`config.mk`:
```
export PLATFORM = sky130hd
export DESIGN_NAME = posicion_actual
export DESIGN_NICKNAME = d
export VERILOG_FILES = /design/src/rtl/posicion_actual.sv
export SDC_FILE = /design/constraint.sdc
export NUM_CORES = 1
export LEC_CHECK = 0
export BUFFER_PORTS_ARGS = -buffer_cell sky130_fd_sc_hd__buf_2
export CORE_ASPECT_RATIO = 1.4
export CORE_MARGIN = 5
export CORE_UTILIZATION = 50
export DETAILED_ROUTE_END_ITERATION = 10
export PLACE_DENSITY = 0.68
export SLEW_MARGIN = 20
export SYNTH_ARGS = -nofsm -noshare
export SYNTH_HDL_FRONTEND = slang
export SYNTH_SLANG_ARGS = --single-unit
```
`constraint.sdc`:
```
create_clock -name clk -period 3.35 [get_ports clk]
set_clock_uncertainty 0.05 [all_clocks]
set_input_delay 0.1675 -clock clk [delete_from_list [all_inputs] [get_ports clk]]
set_output_delay 0.1675 -clock clk [all_outputs]
set_load 0.005 [all_outputs]
```
`src/rtl/posicion_actual.sv`:
```
// posicion_actual -- two-axis (theta, phi) stepper position keeper.
//
// Turns the four direction commands from the movement controller into
// rate-limited step/dir pulses. It integrates the issued steps into 16-bit
// actual-angle registers that feed back to the controller.
//
// A shared prescaler produces one step tick every PRESC clocks. Each axis
// runs its own IDLE/RUN_POS/RUN_NEG/DEAD machine, and that machine only
// advances on tick cycles.
//
// Ports:
//   clk, rst                   clock, synchronous active-high reset
//   s_out_{theta,phi}_{pos,neg} direction commands
//   theta_actual, phi_actual   current positions (16-bit, saturating)
//   step_*, dir_*              one-cycle step pulse / direction (1 = positive)
//   lim_*                      position sits at MIN or MAX
//   conflict                   pos and neg both asserted on an axis (1-cycle latency)

module posicion_axis #(
    parameter int MIN        = 0,
    parameter int MAX        = 90,
    parameter int INIT       = 15,
    parameter int DEAD_TICKS = 2
) (
    input  logic        clk,
    input  logic        rst,
    input  logic        tick,
    input  logic        cmd_pos,
    input  logic        cmd_neg,
    output logic [15:0] pos,
    output logic        step,
    output logic        dir,
    output logic        lim
);
    localparam int DW = (DEAD_TICKS > 1) ? $clog2(DEAD_TICKS) : 1;
    localparam logic [15:0] MIN_V  = 16'(MIN);
    localparam logic [15:0] MAX_V  = 16'(MAX);
    localparam logic [15:0] INIT_V = 16'(INIT);
    localparam logic [DW-1:0] DEAD_LOAD = DW'(DEAD_TICKS - 1);

    typedef enum logic [1:0] {IDLE, RUN_POS, RUN_NEG, DEAD} state_t;

    state_t        state, state_n;
    logic [15:0]   pos_n;
    logic [DW-1:0] dead, dead_n;
    logic          step_n, dir_n;
    logic          up, dn;

    // pos & neg together counts as no command
    assign up = cmd_pos & ~cmd_neg;
    assign dn = cmd_neg & ~cmd_pos;

    always_ff @(posedge clk) begin
        if (rst) begin
            state <= IDLE;
            pos   <= INIT_V;
            dead  <= '0;
            step  <= 1'b0;
            dir   <= 1'b0;
            lim   <= (INIT_V == MIN_V) || (INIT_V == MAX_V);
        end else begin
            state <= state_n;
            pos   <= pos_n;
            dead  <= dead_n;
            step  <= step_n;
            dir   <= dir_n;
            // lim follows the position that lands on this edge, so it lines up with pos
            lim   <= (pos_n == MIN_V) || (pos_n == MAX_V);
        end
    end

    always_comb begin
        state_n = state;
        pos_n   = pos;
        dead_n  = dead;
        dir_n   = dir;
        step_n  = 1'b0;
        if (tick) begin
            case (state)
                IDLE: begin
                    if (up && pos < MAX_V) begin
                        state_n = RUN_POS;
                        pos_n   = pos + 16'd1;
                        step_n  = 1'b1;
                        dir_n   = 1'b1;
                    end else if (dn && pos > MIN_V) begin
                        state_n = RUN_NEG;
                        pos_n   = pos - 16'd1;
                        step_n  = 1'b1;
                        dir_n   = 1'b0;
                    end
                end
                RUN_POS: begin
                    if (up && pos < MAX_V) begin
                        pos_n  = pos + 16'd1;
                        step_n = 1'b1;
                    end else if (dn) begin
                        // reversal: park the axis before dir may flip
                        state_n = DEAD;
                        dead_n  = DEAD_LOAD;
                    end else begin
                        state_n = IDLE;
                    end
                end
                RUN_NEG: begin
                    if (dn && pos > MIN_V) begin
                        pos_n  = pos - 16'd1;
                        step_n = 1'b1;
                    end else if (up) begin
                        state_n = DEAD;
                        dead_n  = DEAD_LOAD;
                    end else begin
                        state_n = IDLE;
                    end
                end
                default: begin
                    if (dead != '0) dead_n = dead - DW'(1);
                    else            state_n = IDLE;
                end
            endcase
        end
    end
endmodule

module posicion_actual #(
    parameter int PRESC      = 50000,
    parameter int DEAD_TICKS = 2,
    parameter int THETA_MIN  = 0,
    parameter int THETA_MAX  = 90,
    parameter int PHI_MIN    = 0,
    parameter int PHI_MAX    = 180,
    parameter int THETA_INIT = 15,
    parameter int PHI_INIT   = 15
) (
    input  logic        clk,
    input  logic        rst,
    input  logic        s_out_theta_pos,
    input  logic        s_out_theta_neg,
    input  logic        s_out_phi_pos,
    input  logic        s_out_phi_neg,
    output logic [15:0] theta_actual,
    output logic [15:0] phi_actual,
    output logic        step_theta,
    output logic        dir_theta,
    output logic        step_phi,
    output logic        dir_phi,
    output logic        lim_theta,
    output logic        lim_phi,
    output logic        conflict
);
    localparam int PW = (PRESC > 2) ? $clog2(PRESC) : 1;
    localparam logic [PW-1:0] PLAST = PW'(PRESC - 1);

    logic [PW-1:0] presc;
    logic          tick;

    assign tick = (presc == PLAST);

    always_ff @(posedge clk) begin
        if (rst) begin
            presc    <= '0;
            conflict <= 1'b0;
        end else begin
            presc    <= tick ? '0 : presc + PW'(1);
            conflict <= (s_out_theta_pos & s_out_theta_neg) | (s_out_phi_pos & s_out_phi_neg);
        end
    end

    posicion_axis #(.MIN(THETA_MIN), .MAX(THETA_MAX), .INIT(THETA_INIT), .DEAD_TICKS(DEAD_TICKS)) u_theta (
        .clk(clk), .rst(rst), .tick(tick),
        .cmd_pos(s_out_theta_pos), .cmd_neg(s_out_theta_neg),
        .pos(theta_actual), .step(step_theta), .dir(dir_theta), .lim(lim_theta)
    );

    posicion_axis #(.MIN(PHI_MIN), .MAX(PHI_MAX), .INIT(PHI_INIT), .DEAD_TICKS(DEAD_TICKS)) u_phi (
        .clk(clk), .rst(rst), .tick(tick),
        .cmd_pos(s_out_phi_pos), .cmd_neg(s_out_phi_neg),
        .pos(phi_actual), .step(step_phi), .dir(dir_phi), .lim(lim_phi)
    );
endmodule

```
-- After elaboration in Yosys (flattened, before gate mapping)
Cells that the tools add are included.
W data, S select, Z words.
- flip-flop bits (word level): 61
- latch bits: 0
- bits in writable memories: 0
- memory bits (read-only): 0
- output and inout bits: 39
- memories: 0
- add/subtract/negate cells: 7
- multiply operators: 0
- divide/modulo/power cells: 0
- $lt $le $gt $ge: 4
- eq/ne operators: 19
- shifts and indexed selects: 0
- muxes and demuxes: 50
- bitwise operators: 14
- reductions and logical operators: 20
- operator list (kind ; number):
    $mux W16 ; 8
    $pmux W16 S3 ; 2
    $add A16 B1 Y16 const B ; 3
    $gt A16 B1 Y1 const B ; 2
    $logic_not A16 Y1 ; 2
    $sub A16 B1 Y16 const B ; 2
    $mux W2 ; 14
    $mux W1 ; 20
    $eq A16 B16 Y1 const B ; 1
    $eq A16 B7 Y1 const B ; 1
    $eq A16 B8 Y1 const B ; 1
    $lt A16 B7 Y1 const B ; 1
    $lt A16 B8 Y1 const B ; 1
    $pmux W1 S3 ; 4
    $pmux W2 S3 ; 2
    $reduce_and A6 Y1 ; 2
    $reduce_and A5 Y1 ; 2
    $ne A2 B1 Y1 const B ; 4
    $ne A2 B2 Y1 const B ; 4
    $ne A4 B4 Y1 const B ; 2
    $not A1 Y1 ; 7
    $and A1 B1 Y1 ; 6
    $ne A3 B1 Y1 const B ; 2
    $reduce_and A3 Y1 ; 2
    9 further kinds ; 19

-- Longest topological paths before layout
Gate-level depths: netlist (run 1).
- depth in word-level cells: 9
- depth in mapped cells: 11

-- By module
A second synthesis (run 1) with hierarchy kept.
- cells, all modules: 563
- area total of the unflattened synthesis: 4434.3 um2
- modules (own cells, without submodules) (module ; instances ; cells each ; area each (um2) ; seq. area each (um2)):
    posicion_axis at u_theta ; 1 ; 255 ; 1969.4 ; 440.4
    posicion_axis at u_phi ; 1 ; 225 ; 1722.9 ; 440.4
    posicion_actual ; 1 ; 83 ; 742.0 ; 340.3

-- Worst setup path after synthesis (run 1)
OpenSTA, ideal clock, no wires.
- kind: reg2reg
- start: register u_theta.pos[1]
- end: register u_theta.lim
- setup time: 0.103 ns
- arrival time: 2.757 ns
- required time: 3.197 ns
- setup slack: 0.439 ns
- cell stages (with the launch flop): 11
- path through: dfxtp_1 inv_1 ha_1 or3b_2 or4_4 nand2_2 o21ai_0 nand4_1 o21ai_1 or4_1 a2111oi_2
- cells in the longest elaborated chain, start to end: 8
- elaborated cells on any way between the ends: 14
- those cells by class: add/sub (2); order compare (2); eq/ne (1); mux (5); reduce/logical (4)
- RTL lines (item ; RTL line ; text):
    start, declared ; 30 ; output logic [15:0] pos,
    start signal, assigned ; 63 ; pos <= pos_n;
    $gt A16 B1 Y1 ; 86, 106 ;
    $logic_and A1 B1 Y1 ; 86, 106 ;
    $mux W16 ; 86, 106 ;
    $mux W16 ; 81 ; if (up && pos < MAX_V) begin
    $pmux W16 S3 ; 79 ; case (state)
    $mux W16 * ; 78 ; if (tick) begin
    $eq A16 B7 Y1 or $logic_not A16 Y1 (tied branches) ; 68 ; lim <= (pos_n == MIN_V) || (pos_n == MAX_V);
    $logic_or A1 B1 Y1 * ; 68 ;
    end signal, assigned ; 60 ; lim <= (INIT_V == MIN_V) || (INIT_V == MAX_V);
    end signal, assigned ; 68 ;
    end, declared ; 33 ; output logic lim
Mark *: on every way between the ends. The rest lies on a longest branch, timed or not.
A chain may end at the register's enable or synchronous reset.

-- Worst setup path in the final report (run 1)
Ends and elaborated chain as after synthesis.

==> impl_results.md, run 1 <==
- Status: finished, final reports clean
- Required time worst endpoint: 3530 ps
- Initial Util: around half
- Drt via density: ~6.4
- Combined global-route utilization of all metal layers: 25.79%
- Final-report hold violation count: 0
- Most frequent cells in the layout: sky130_fd_sc_hd__nor2_1, sky130_fd_sc_hd__dfxtp_1, sky130_fd_sc_hd__buf_2
- Buffer type at the clock tree root: sky130_fd_sc_hd__clkbuf_16
- Hold/Removal Path Class: input port to flip-flop
- Max-Cap Viols: 0
- Final global-route overflow total: 0
- Number of buffers inserted by port buffering: 44
- Number of placement rows: 39
- Area growth, synth to finish: 20.54%
- Setup TNS after final layout: 0 ps
- First-pass GRT wire length: around 21000 um
- Flops & latches, synth: between 60 and 70
- Number of nets at the end of the flow: roughly 600
- H-tree depth: 3
- Clock tree from TritonCTS: done
- Post-synthesis sequential area ratio: ~30%
- Via count of the first global-routing pass: about 4400
- Most used flip-flop cell after synthesis: sky130_fd_sc_hd__dfxtp_1
- Post-Syn Nets: 551
- Max-slew violation total from the final report: 0
- Leading cell type in the layout, fill and taps excluded: sky130_fd_sc_hd__nor2_1
- Critical R2R Launch: u_theta.pos[1]
- Worst slack at placement: roughly 120 ps
- Tcrit/Tclk final: between 90% and 100%
- Maximum net fanout on the critical path: 7
- Async SR Flop Fraction: 0%
- Slew @ Worst Pin: around 800 ps
- Drt total wl: 13020 um
- Element type at the critical path start: flip-flop
- Number of top-level pins: 45
- Hold path startpoint: s_out_phi_neg
- Die footprint: between 10000 and 15000 sq um
- Setup WS post-layout: about 200 ps
- Post-DR wirelength/cell: ~19 um
- Upper clock frequency limit: 0.3171 GHz
- DRT antenna net count: 0
- Min Clock Period, post-route: approximately 3200 ps
- Final setup violating endpoints: 0
- Number of flops mapped to enable cells by yosys: 0
- Pwr/cell area: 371.3 nW/um^2
- Quantity of hold-fixing buffers added after cts: 0
- Critical Path Start: u_theta.pos[1]
- CTS clk-pin slew, worst paths: 50 ps
- Iteration-0 DRC count of the detailed router: approximately 300
- Total cell area at the placement stage: 4629 sq um
- Die Height: about 120 um
- Slew HR: between 40% and 50%
- CTS Buffer Depth: 2
- Die extent in x: 87.09 um
- Synthesized area: between 4000 and 5000 sq um
- Count of different cell masters after synthesis: between 70 and 80
- Number of antenna violations at the first check in global routing: 0
- DRC errors left: 0
- Post-route worst hold slack: around 110 ps
- Number of filler cells placed in the layout: about 760
- Fraction of final layout cells sized beyond drive strength 1: between 20 and 25%
- Largest net degree at the start of global routing: 46
- Core outline area: about 8100 sq um
- Final estimated routing congestion in global placement: about 0.94
- Type of the setup path with the least slack: flip-flop to flip-flop
- Average instance area after synthesis: 7.820 sq um
- Setup repair after global routing missed its margin: false
- Cell count after synthesis: 532
- Source-to-sink clock delay at the later pin of the worst-skew pair: about 330 ps
- Vias after detailed routing: 4458
- Count of yosys warnings during synthesis: 0
- Maximum ir drop on the vdd rail: about 0.34 mV
- Count of TritonRoute iterations in the first routing pass: 5
- Worst endpoint data arrival time: ~3300 ps
- Leakage power figure: between 1.5 and 2 nW
- Count of inserted antenna diode cells: 0
- Final standard cell area without fillers: approximately 5000 sq um
- Sink count of the clock tree: ~60
- Final HPWL DP: a little under 10000 um
- Number of CTS-inserted buffers: 9
- Kind of end point of the critical path: flip-flop
[power by group]
group	switching [mW]	internal, mW
clock	0.331	0.692
sequential	0.00339	0.731
combinational	0.0650	0.0388
[synth_stat cells, types with 5 or more instances]
master / number / area (sq um)
sky130_fd_sc_hd__nand3_1: 22 / 110.1
sky130_fd_sc_hd__a21o_1: 5 / 37.54
sky130_fd_sc_hd__dfxtp_1: 61 / 1221
sky130_fd_sc_hd__or4_1: 9 / 67.56
sky130_fd_sc_hd__or2_2: 6 / 37.54
sky130_fd_sc_hd__buf_2: 8 / 40.04
sky130_fd_sc_hd__mux2i_1: 9 / 90.09
sky130_fd_sc_hd__ha_1: 13 / 162.7
sky130_fd_sc_hd__o22ai_1: 5 / 31.28
sky130_fd_sc_hd__o21ai_0: 24 / 120.1
sky130_fd_sc_hd__nor3_1: 22 / 110.1
sky130_fd_sc_hd__and3_1: 15 / 93.84
sky130_fd_sc_hd__nor2b_1: 17 / 106.4
sky130_fd_sc_hd__nand2_1: 34 / 127.6
sky130_fd_sc_hd__a21oi_1: 26 / 130.1
sky130_fd_sc_hd__nand4_1: 15 / 93.84
sky130_fd_sc_hd__xnor2_1: 6 / 52.55
sky130_fd_sc_hd__a31oi_1: 11 / 68.82
sky130_fd_sc_hd__a22oi_1: 7 / 52.55
sky130_fd_sc_hd__clkbuf_1: 19 / 71.32
sky130_fd_sc_hd__nor2_1: 64 / 240.2
sky130_fd_sc_hd__nand2b_1: 13 / 81.33
sky130_fd_sc_hd__nor4_1: 15 / 93.84
sky130_fd_sc_hd__xor2_1: 8 / 70.07
sky130_fd_sc_hd__inv_1: 15 / 56.30
[area by class of cell]
| type | count | area (sq um) | area share (%) |
|---|---|---|---|
| Timing Repair Buffer | 79 | 483.0 | 9.631 |
| Clock buffer | 13 | 260.3 | 5.190 |
| Tap cell | 102 | 127.6 | 2.545 |
| Clock inverter | 3 | 67.56 | 1.347 |
| Inverter | 15 | 56.30 | 1.123 |
| Sequential cell | 61 | 1221 | 24.35 |
| Multi-Input combinational cell | 429 | 2799 | 55.81 |
[critical path: stages, from the launching register on]
cell and delay (ps):
sky130_fd_sc_hd__dfxtp_1 380, sky130_fd_sc_hd__inv_2 110, sky130_fd_sc_hd__ha_2 210, sky130_fd_sc_hd__or3b_2 460
sky130_fd_sc_hd__or4_4 480, sky130_fd_sc_hd__nand4_1 170, sky130_fd_sc_hd__nand2_1 80, sky130_fd_sc_hd__nand4_1 90
sky130_fd_sc_hd__o21ai_1 110, sky130_fd_sc_hd__or4_1 560, sky130_fd_sc_hd__a2111oi_2 350
[registers in the layout, indices dropped and copies added (netlist names)]
register       count
conflict           1
presc             16
u_phi.dead         1
u_phi.dir          1
u_phi.lim          1
u_phi.pos         16
u_phi.state        2
u_phi.step         1
u_theta.dead       1
u_theta.dir        1
u_theta.lim        1
u_theta.pos       16
u_theta.state      2
u_theta.step       1
[worst paths after layout]
check / endpoint / slack (ps) / depth (start not counted)
min: conflict / 110 / 3
max: u_theta.lim / 200 / 10
max reg2reg: u_theta.lim / 200 / 10
min reg2reg: presc[0] / 390 / 1
[per-layer routing]
layer | routed length [um] | global-route usage [%]
met4 | 923 | 18.33
met2 | 6383 | 42.97
met1 | 4889 | 28.47
met3 | 828 | 4.902
met5 | 0 | 0
[stage by stage]
| stage | total power, mW | instances | utilization, % |
|---|---|---|---|
| 2_1_floorplan | 0.8113 | 532 | - |
| 3_3_place_gp | 0.8461 | 682 | 56.81 |
| 3_5_place_dp | 0.8481 | 682 | 56.81 |
| 4_1_cts | 1.867 | 698 | 60.83 |
| 5_1_grt | 1.917 | 702 | 61.54 |
| 6_report | 1.862 | 702 | 61.54 |
[repair_timing]
action                     in CTS  in global routing
setup buffers                   0                  4
setup endpoints to repair       0                  2
resized for setup               0                  7
[kinds of logic (layout without fill, tap and decap cells)]
family | after synthesis | after routing | share of synthesized area [%]
adders and majority gates | 13 | 13 | 3.910
buffers and inverters | 42 | 110 | 4.030
DFF | 61 | 61 | 29.35
xor gates and xnor gates | 14 | 14 | 2.947
and+or+nand+nor | 272 | 272 | 37.32
AOI/OAI and AO/OA | 120 | 120 | 20.00
muxes | 10 | 10 | 2.436
Power figures use the tool's default switching activity.
==> run 2, diff against run 1 <==
Settings changed: BUFFER_PORTS_ARGS -buffer_cell sky130_fd_sc_hd__buf_2 to -buffer_cell sky130_fd_sc_hd__buf_4, GPL_TIMING_DRIVEN set to 0.
==> impl_results.md, run 2 (synthesis results as in run 1) <==
- Count of buffering cells on the critical path with inverters included: 1
- Total cell area at the placement stage: about 4600 sq um
- Tcrit/Tclk final: between 90 and 100%
- Worst endpoint data arrival time: between 3000 and 4000 ps
- Total met2 wirelength after detailed routing: between 6000 and 7000 um
- First-pass GRT wire length: between 20000 and 25000 um
- Critical path's most frequent cell: sky130_fd_sc_hd__or4_4
- Iteration-0 DRC count of the detailed router: roughly 280
- Die footprint: around 10000 sq um
- Upper clock frequency limit: 0.3077 GHz
- Slew HR: slightly below 50%
- Area growth, synth to finish: 23.88%
- Source-to-sink clock delay at the later pin of the worst-skew pair: roughly 330 ps
- Final global-route overflow total: 0
- Number of filler cells placed in the layout: 760
- Combined global-route utilization of all metal layers: between 20% and 30%
- Type of the setup path with the least slack: flip-flop to flip-flop
- Quantity of hold-fixing buffers added after cts: 0
- Kind of end point of the critical path: flip-flop
- Most frequent cells in the layout: sky130_fd_sc_hd__nor2_1, sky130_fd_sc_hd__dfxtp_1, sky130_fd_sc_hd__buf_4
- Depth of the critical timing path with buffers and inverters included: 9
- DRC errors left: 0
- Cell-by-cell listing of the critical path: nor4_4 > and3_1 > buf_2 > nand2_4 > or4_4 > o22ai_2 > o21ai_1 > or4_4 > a2111oi_2
- Critical Path Max Stage Delay: 570 ps
- Post-route worst hold slack: between 80 and 90 ps
- Sink count of the clock tree: just over 60
- CTS clk-pin slew, worst paths: 50 ps
- Initial Util: between 50% and 60%
- Number of top-level pins: 45
- CTS Buffer Depth: 2
- Final HPWL DP: slightly below 10000 um
- Cell count of the worst hold path: 3
- H-tree depth: 3
- Final estimated routing congestion in global placement: roughly 0.98
- Leakage power figure: just under 2 nW
- Leading cell type in the layout, fill and taps excluded: sky130_fd_sc_hd__nor2_1
- Slowest cell on crit path: sky130_fd_sc_hd__or4_4
- Number of CTS-inserted buffers: 9
- Count of TritonRoute iterations in the first routing pass: 5
- Final standard cell area without fillers: around 5200 sq um
- Count of inserted antenna diode cells: 0
- Status: finished, final reports clean
- Final setup violating endpoints: 0
- Slew @ Worst Pin: 755.1 ps
- Vias after detailed routing: between 4000 and 5000
- Required time worst endpoint: around 3500 ps
- Via count of the first global-routing pass: between 4000 and 5000
- R2R cell count: 9
- Number of buffers inserted by port buffering: 43
- Die extent in x: 87.09 um
- Area occupied by multi-input gates: 2892 sq um
- Cell type group with the largest total delay on the critical path: simple AND/OR/NAND/NOR gates
- Largest net degree at the start of global routing: 11
- Biggest registers after layout: presc: 16 flops, u_phi.pos: 16 flops, u_theta.pos: 16 flops
- Number of placement rows: 39
- Max-slew violation total from the final report: 0
- Maximum net fanout on the critical path: 9
- Clock tree from TritonCTS: done
- DRT antenna net count: 0
- Buffer type at the clock tree root: sky130_fd_sc_hd__clkbuf_16
- Max-Cap Viols: 0
- Routed wl met3: approximately 900 um
- Core outline area: roughly 8000 sq um
- Post-DR wirelength/cell: about 19 um
- Final-report hold violation count: 0
- Element type at the critical path start: flip-flop
- Fraction of final layout cells sized beyond drive strength 1: a little over a fifth
- Min Clock Period, post-route: around 3200 ps
- Number of nets at the end of the flow: 617
- Register Area: around 1200 sq um
- Drt via density: between 6 and 7
- Maximum ir drop on the vdd rail: about 0.27 mV
- Highest routed metal layer: met4
- Pwr/cell area: ~360 nW/um^2
- Hold/Removal Path Class: input port to flip-flop
- DRT met1 WL: between 4000 and 5000 um
- Number of antenna violations at the first check in global routing: 0
- Die Height: 117.9 um
- Drt total wl: 13500 um
-- run 2: area by class of cell --
type	instances	share of cell area, %
timing repair buffer	55	8.012
sequential	61	23.79
tap	102	2.476
clock inverter	4	1.360
clock buffer	12	4.977
inverter	15	1.092
buffer	27	2.185
multi-input combinational	429	56.11
-- run 2: worst paths after layout --
| path | start | to | slack [ps] |
|---|---|---|---|
| hold reg to reg | presc[0] | presc[0] | 400 |
| hold / removal | s_out_phi_pos | conflict | 80 |
| setup reg to reg | u_theta.pos[11] | u_theta.lim | 100 |
| setup / recovery | u_theta.pos[11] | u_theta.lim | 100 |
-- run 2: timing repair --
item | 4_1_cts | 5_1_grt
setup endpoints to repair | 2 | 4
pin swaps | 2 | 4
resized for setup | 7 | 23
setup buffers | 1 | 11
-- run 2: through the flow --
| step | cells | utilization [%] | setup slack (ps) | TNS (ps) | total power [mW] |
|---|---|---|---|---|---|
| 5_1_grt | 705 | 63.24 | -28.94 | -28.94 | 1.920 |
| 6_report | 705 | 63.24 | 100.2 | 0 | 1.845 |
| 4_1_cts | 694 | 61.19 | 8.892 | 0 | 1.857 |
| 2_1_floorplan | 532 | - | 439.4 | 0 | 0.8113 |
| 3_3_place_gp | 677 | 56.58 | -128.5 | -235.8 | 0.8448 |
| 3_5_place_dp | 677 | 56.58 | -125.0 | -211.1 | 0.8458 |
-- run 2: where the power goes --
part	switching, mW	total, mW	internal [mW]
registers	0.00388	0.735	0.732
clock network	0.318	1.01	0.688
logic	0.0674	0.103	0.0359
total	0.389	1.85	1.46
-- run 2: worst reg2reg max path, stage by stage (launching register included) --
cell,delay (ps)
sky130_fd_sc_hd__dfxtp_1,410
sky130_fd_sc_hd__nor4_4,400
sky130_fd_sc_hd__and3_1,220
sky130_fd_sc_hd__buf_2,210
sky130_fd_sc_hd__nand2_4,130
sky130_fd_sc_hd__or4_4,570
sky130_fd_sc_hd__o22ai_2,110
sky130_fd_sc_hd__o21ai_1,110
sky130_fd_sc_hd__or4_4,570
sky130_fd_sc_hd__a2111oi_2,360
-- run 2: per-layer routing --
metal | global-route usage (%) | up-vias
met2 | 45.06 | 247
met3 | 4.902 | 53
met1 | 29.55 | 2106
met4 | 15.74 | 0
met5 | 0 | -
li1 | - | 2121
==> run 3, diff against run 2 <==
Settings changed: CORE_UTILIZATION 50 to 35, PLACE_DENSITY 0.68 to 0.5.
==> impl_results.md, run 3 (synthesis results as in run 1) <==
- Status: finished, final reports clean
- Critical Path Max Stage Delay: 630 ps
- Slack of the worst reg-to-reg path: between 15 and 20 ps
- Total cell area at the placement stage: approximately 4700 sq um
- Final setup violating endpoints: 0
- Via count of the first global-routing pass: 4263
- Min Clock Period, post-route: around 3300 ps
- Die Height: approximately 140 um
- Slew @ Worst Pin: 722.3 ps
- Post-DR wirelength/cell: around 19 um
- Slowest cell on crit path: sky130_fd_sc_hd__o41ai_4
- Final Power: between 1.5 and 2 mW
- Cell type group with the largest total delay on the critical path: simple AND/OR/NAND/NOR gates
- Combined global-route utilization of all metal layers: between 10% and 20%
- Number of CTS-inserted buffers: 9
- Final-report hold violation count: 0
- Sink count of the clock tree: 61
- Element type at the critical path start: flip-flop
- Met3 Use GR: 3.825%
- Drt total wl: between 10000 and 15000 um
- Final HPWL DP: ~10000 um
- Post-route worst hold slack: around 130 ps
- Buffer type at the clock tree root: sky130_fd_sc_hd__clkbuf_16
- CTS Buffer Depth: 2
- Worst slack at placement: -204.5 ps
- Max-Cap Viols: 0
- DRT antenna net count: 0
- First-pass GRT wire length: between 20000 and 25000 um
- Power share of the combinational group: roughly 5.6%
- Initial Util: about 35%
- Final global-route overflow total: 0
- Vias after detailed routing: roughly 4400
- Internal power component: approximately 1.4 mW
- Kind of end point of the critical path: flip-flop
- Count of buffering cells on the critical path with inverters included: 1
- Worst-case hold path end point: conflict
- Count of TritonRoute iterations in the first routing pass: 5
- Drt via density: approximately 5.9
- Fraction of met2 tracks used by global routing: between 30% and 40%
- DRC errors left: 0
- Number of top-level pins: 45
- Fraction of final layout cells sized beyond drive strength 1: 21.96%
- Pwr/cell area: 348.7 nW/um^2
- Sequential Power Share: between 40% and 50%
- Cell count of the worst hold path: 3
- Final standard cell area without fillers: 5177 sq um
- Setup WS post-layout: ~18 ps
- Upper clock frequency limit: between 0.3 and 0.4 GHz
- Critical Path Start: u_phi.pos[10]
- Largest net degree at the start of global routing: 12
- H-tree depth: 3
- Critical R2R Launch: u_phi.pos[10]
- Die footprint: ~14000 sq um
- Leading cell type in the layout, fill and taps excluded: sky130_fd_sc_hd__nor2_1
- GRT Max-Usage Layer: met2
- Number of antenna violations at the first check in global routing: 0
- Leakage power figure: 1.954 nW
- Hold path startpoint: s_out_phi_pos
- R2R cell count: 8
- Type of the setup path with the least slack: flip-flop to flip-flop
- Iteration-0 DRC count of the detailed router: approximately 220
- Net load switching power: 0.4236 mW
- Clock tree from TritonCTS: done
- Number of nets at the end of the flow: 615
- Number of buffers inserted by port buffering: 43
- Hold/Removal Path Class: input port to flip-flop
- Clk network pwr share: approximately 54%
- Switching portion of total power: 23.46%
- Final estimated routing congestion in global placement: about 0.9
- Die extent in x: between 100 and 150 um
- Cell-by-cell listing of the critical path: or4_1 > buf_2 > o41ai_4 > nor4_1 > a221oi_2 > nand3_1 > or4_4 > nor4_2
- Max-slew violation total from the final report: 0
- Required time worst endpoint: ~3500 ps
- Source-to-sink clock delay at the later pin of the worst-skew pair: 330 ps
- Maximum ir drop on the vdd rail: ~0.21 mV
- Core outline area: between 10000 and 15000 sq um
- Worst endpoint data arrival time: roughly 3500 ps
- Most frequent cells in the layout: sky130_fd_sc_hd__nor2_1, sky130_fd_sc_hd__dfxtp_1, sky130_fd_sc_hd__buf_4
- Biggest registers after layout: presc: 16 flops, u_phi.pos: 16 flops, u_theta.pos: 16 flops
- Count of inserted antenna diode cells: 0
- CTS clk-pin slew, worst paths: approximately 60 ps
- Number of placement rows: 47
- Area growth, synth to finish: 24.45%
- Met1 Usage GRT: 22.25%
- Slew HR: just over 50%
- Capture point of the worst reg-to-reg path: u_phi.lim
- Tcrit/Tclk final: between 90% and 100%
- Maximum net fanout on the critical path: 7
## run 3: cell count changes in the layout (fill, tap and decap cells not counted), sizes merged
cell	before	now
bufinv	2	1
clkinvlp	0	2
clkbuf	31	30
buf	63	61
## run 3: worst register-to-register path: stages (launching register included)
cell and delay (ps):
sky130_fd_sc_hd__dfxtp_1 360, sky130_fd_sc_hd__or4_1 520, sky130_fd_sc_hd__buf_2 200, sky130_fd_sc_hd__o41ai_4 630
sky130_fd_sc_hd__nor4_1 140, sky130_fd_sc_hd__a221oi_2 330, sky130_fd_sc_hd__nand3_1 150, sky130_fd_sc_hd__or4_4 580
sky130_fd_sc_hd__nor4_2 270
## run 3: what timing repair did
item / CTS / global route
gates resized for setup: 10 / 19
pin swaps: 4 / 6
buffers inserted: 5 / 5
hold buffers: 0 / 0
gates cloned: 0 / 0
endpoints found under the setup margin: 2 / 2
## run 3: final cells by class
| type | instances | area [sq um] |
|---|---|---|
| timing repair buffer | 53 | 397.9 |
| sequential | 61 | 1225 |
| fill | 1238 | 6584 |
| inverter | 15 | 56.30 |
| tap | 147 | 183.9 |
| clock buffer | 11 | 252.7 |
| multi-input combinational | 429 | 2890 |
| clock inverter | 5 | 58.81 |
| buffer | 27 | 112.6 |
## run 3: worst max path at each step
| stage | to | cells past startpoint |
|---|---|---|
| 3_3_place_gp | u_phi.lim | 9 |
| 2_1_floorplan | u_theta.lim | 10 |
| 6_report | u_phi.lim | 8 |
| 3_5_place_dp | u_phi.lim | 9 |
| 4_1_cts | u_phi.lim | 9 |
| 5_1_grt | u_theta.lim | 9 |
## run 3: stage by stage
stage | utilization [%] | instances | TNS (ps)
6_report | 44.02 | 748 | 0
5_1_grt | 44.02 | 748 | -37.97
4_1_cts | 42.96 | 743 | -10.16
3_5_place_dp | 39.68 | 722 | -357.0
3_3_place_gp | 39.68 | 722 | -422.8
2_1_floorplan | - | 532 | 0
## run 3: metal layers
metal  share of wire, %  vias to the layer above
met5                  0                        -
met4                3.8                        0
met3                5.1                       38
met2                 51                      156
met1                 40                     2107
li1                   -                     2108
## run 3: power groups by stage
stage	combinational, mW	sequential [mW]	clock (mW)
floorplan	0.0618	0.750	0
global placement	0.0959	0.750	0
detailed placement	0.0958	0.750	0
CTS	0.0965	0.734	0.993
global route	0.111	0.735	1.02
finish	0.101	0.734	0.970
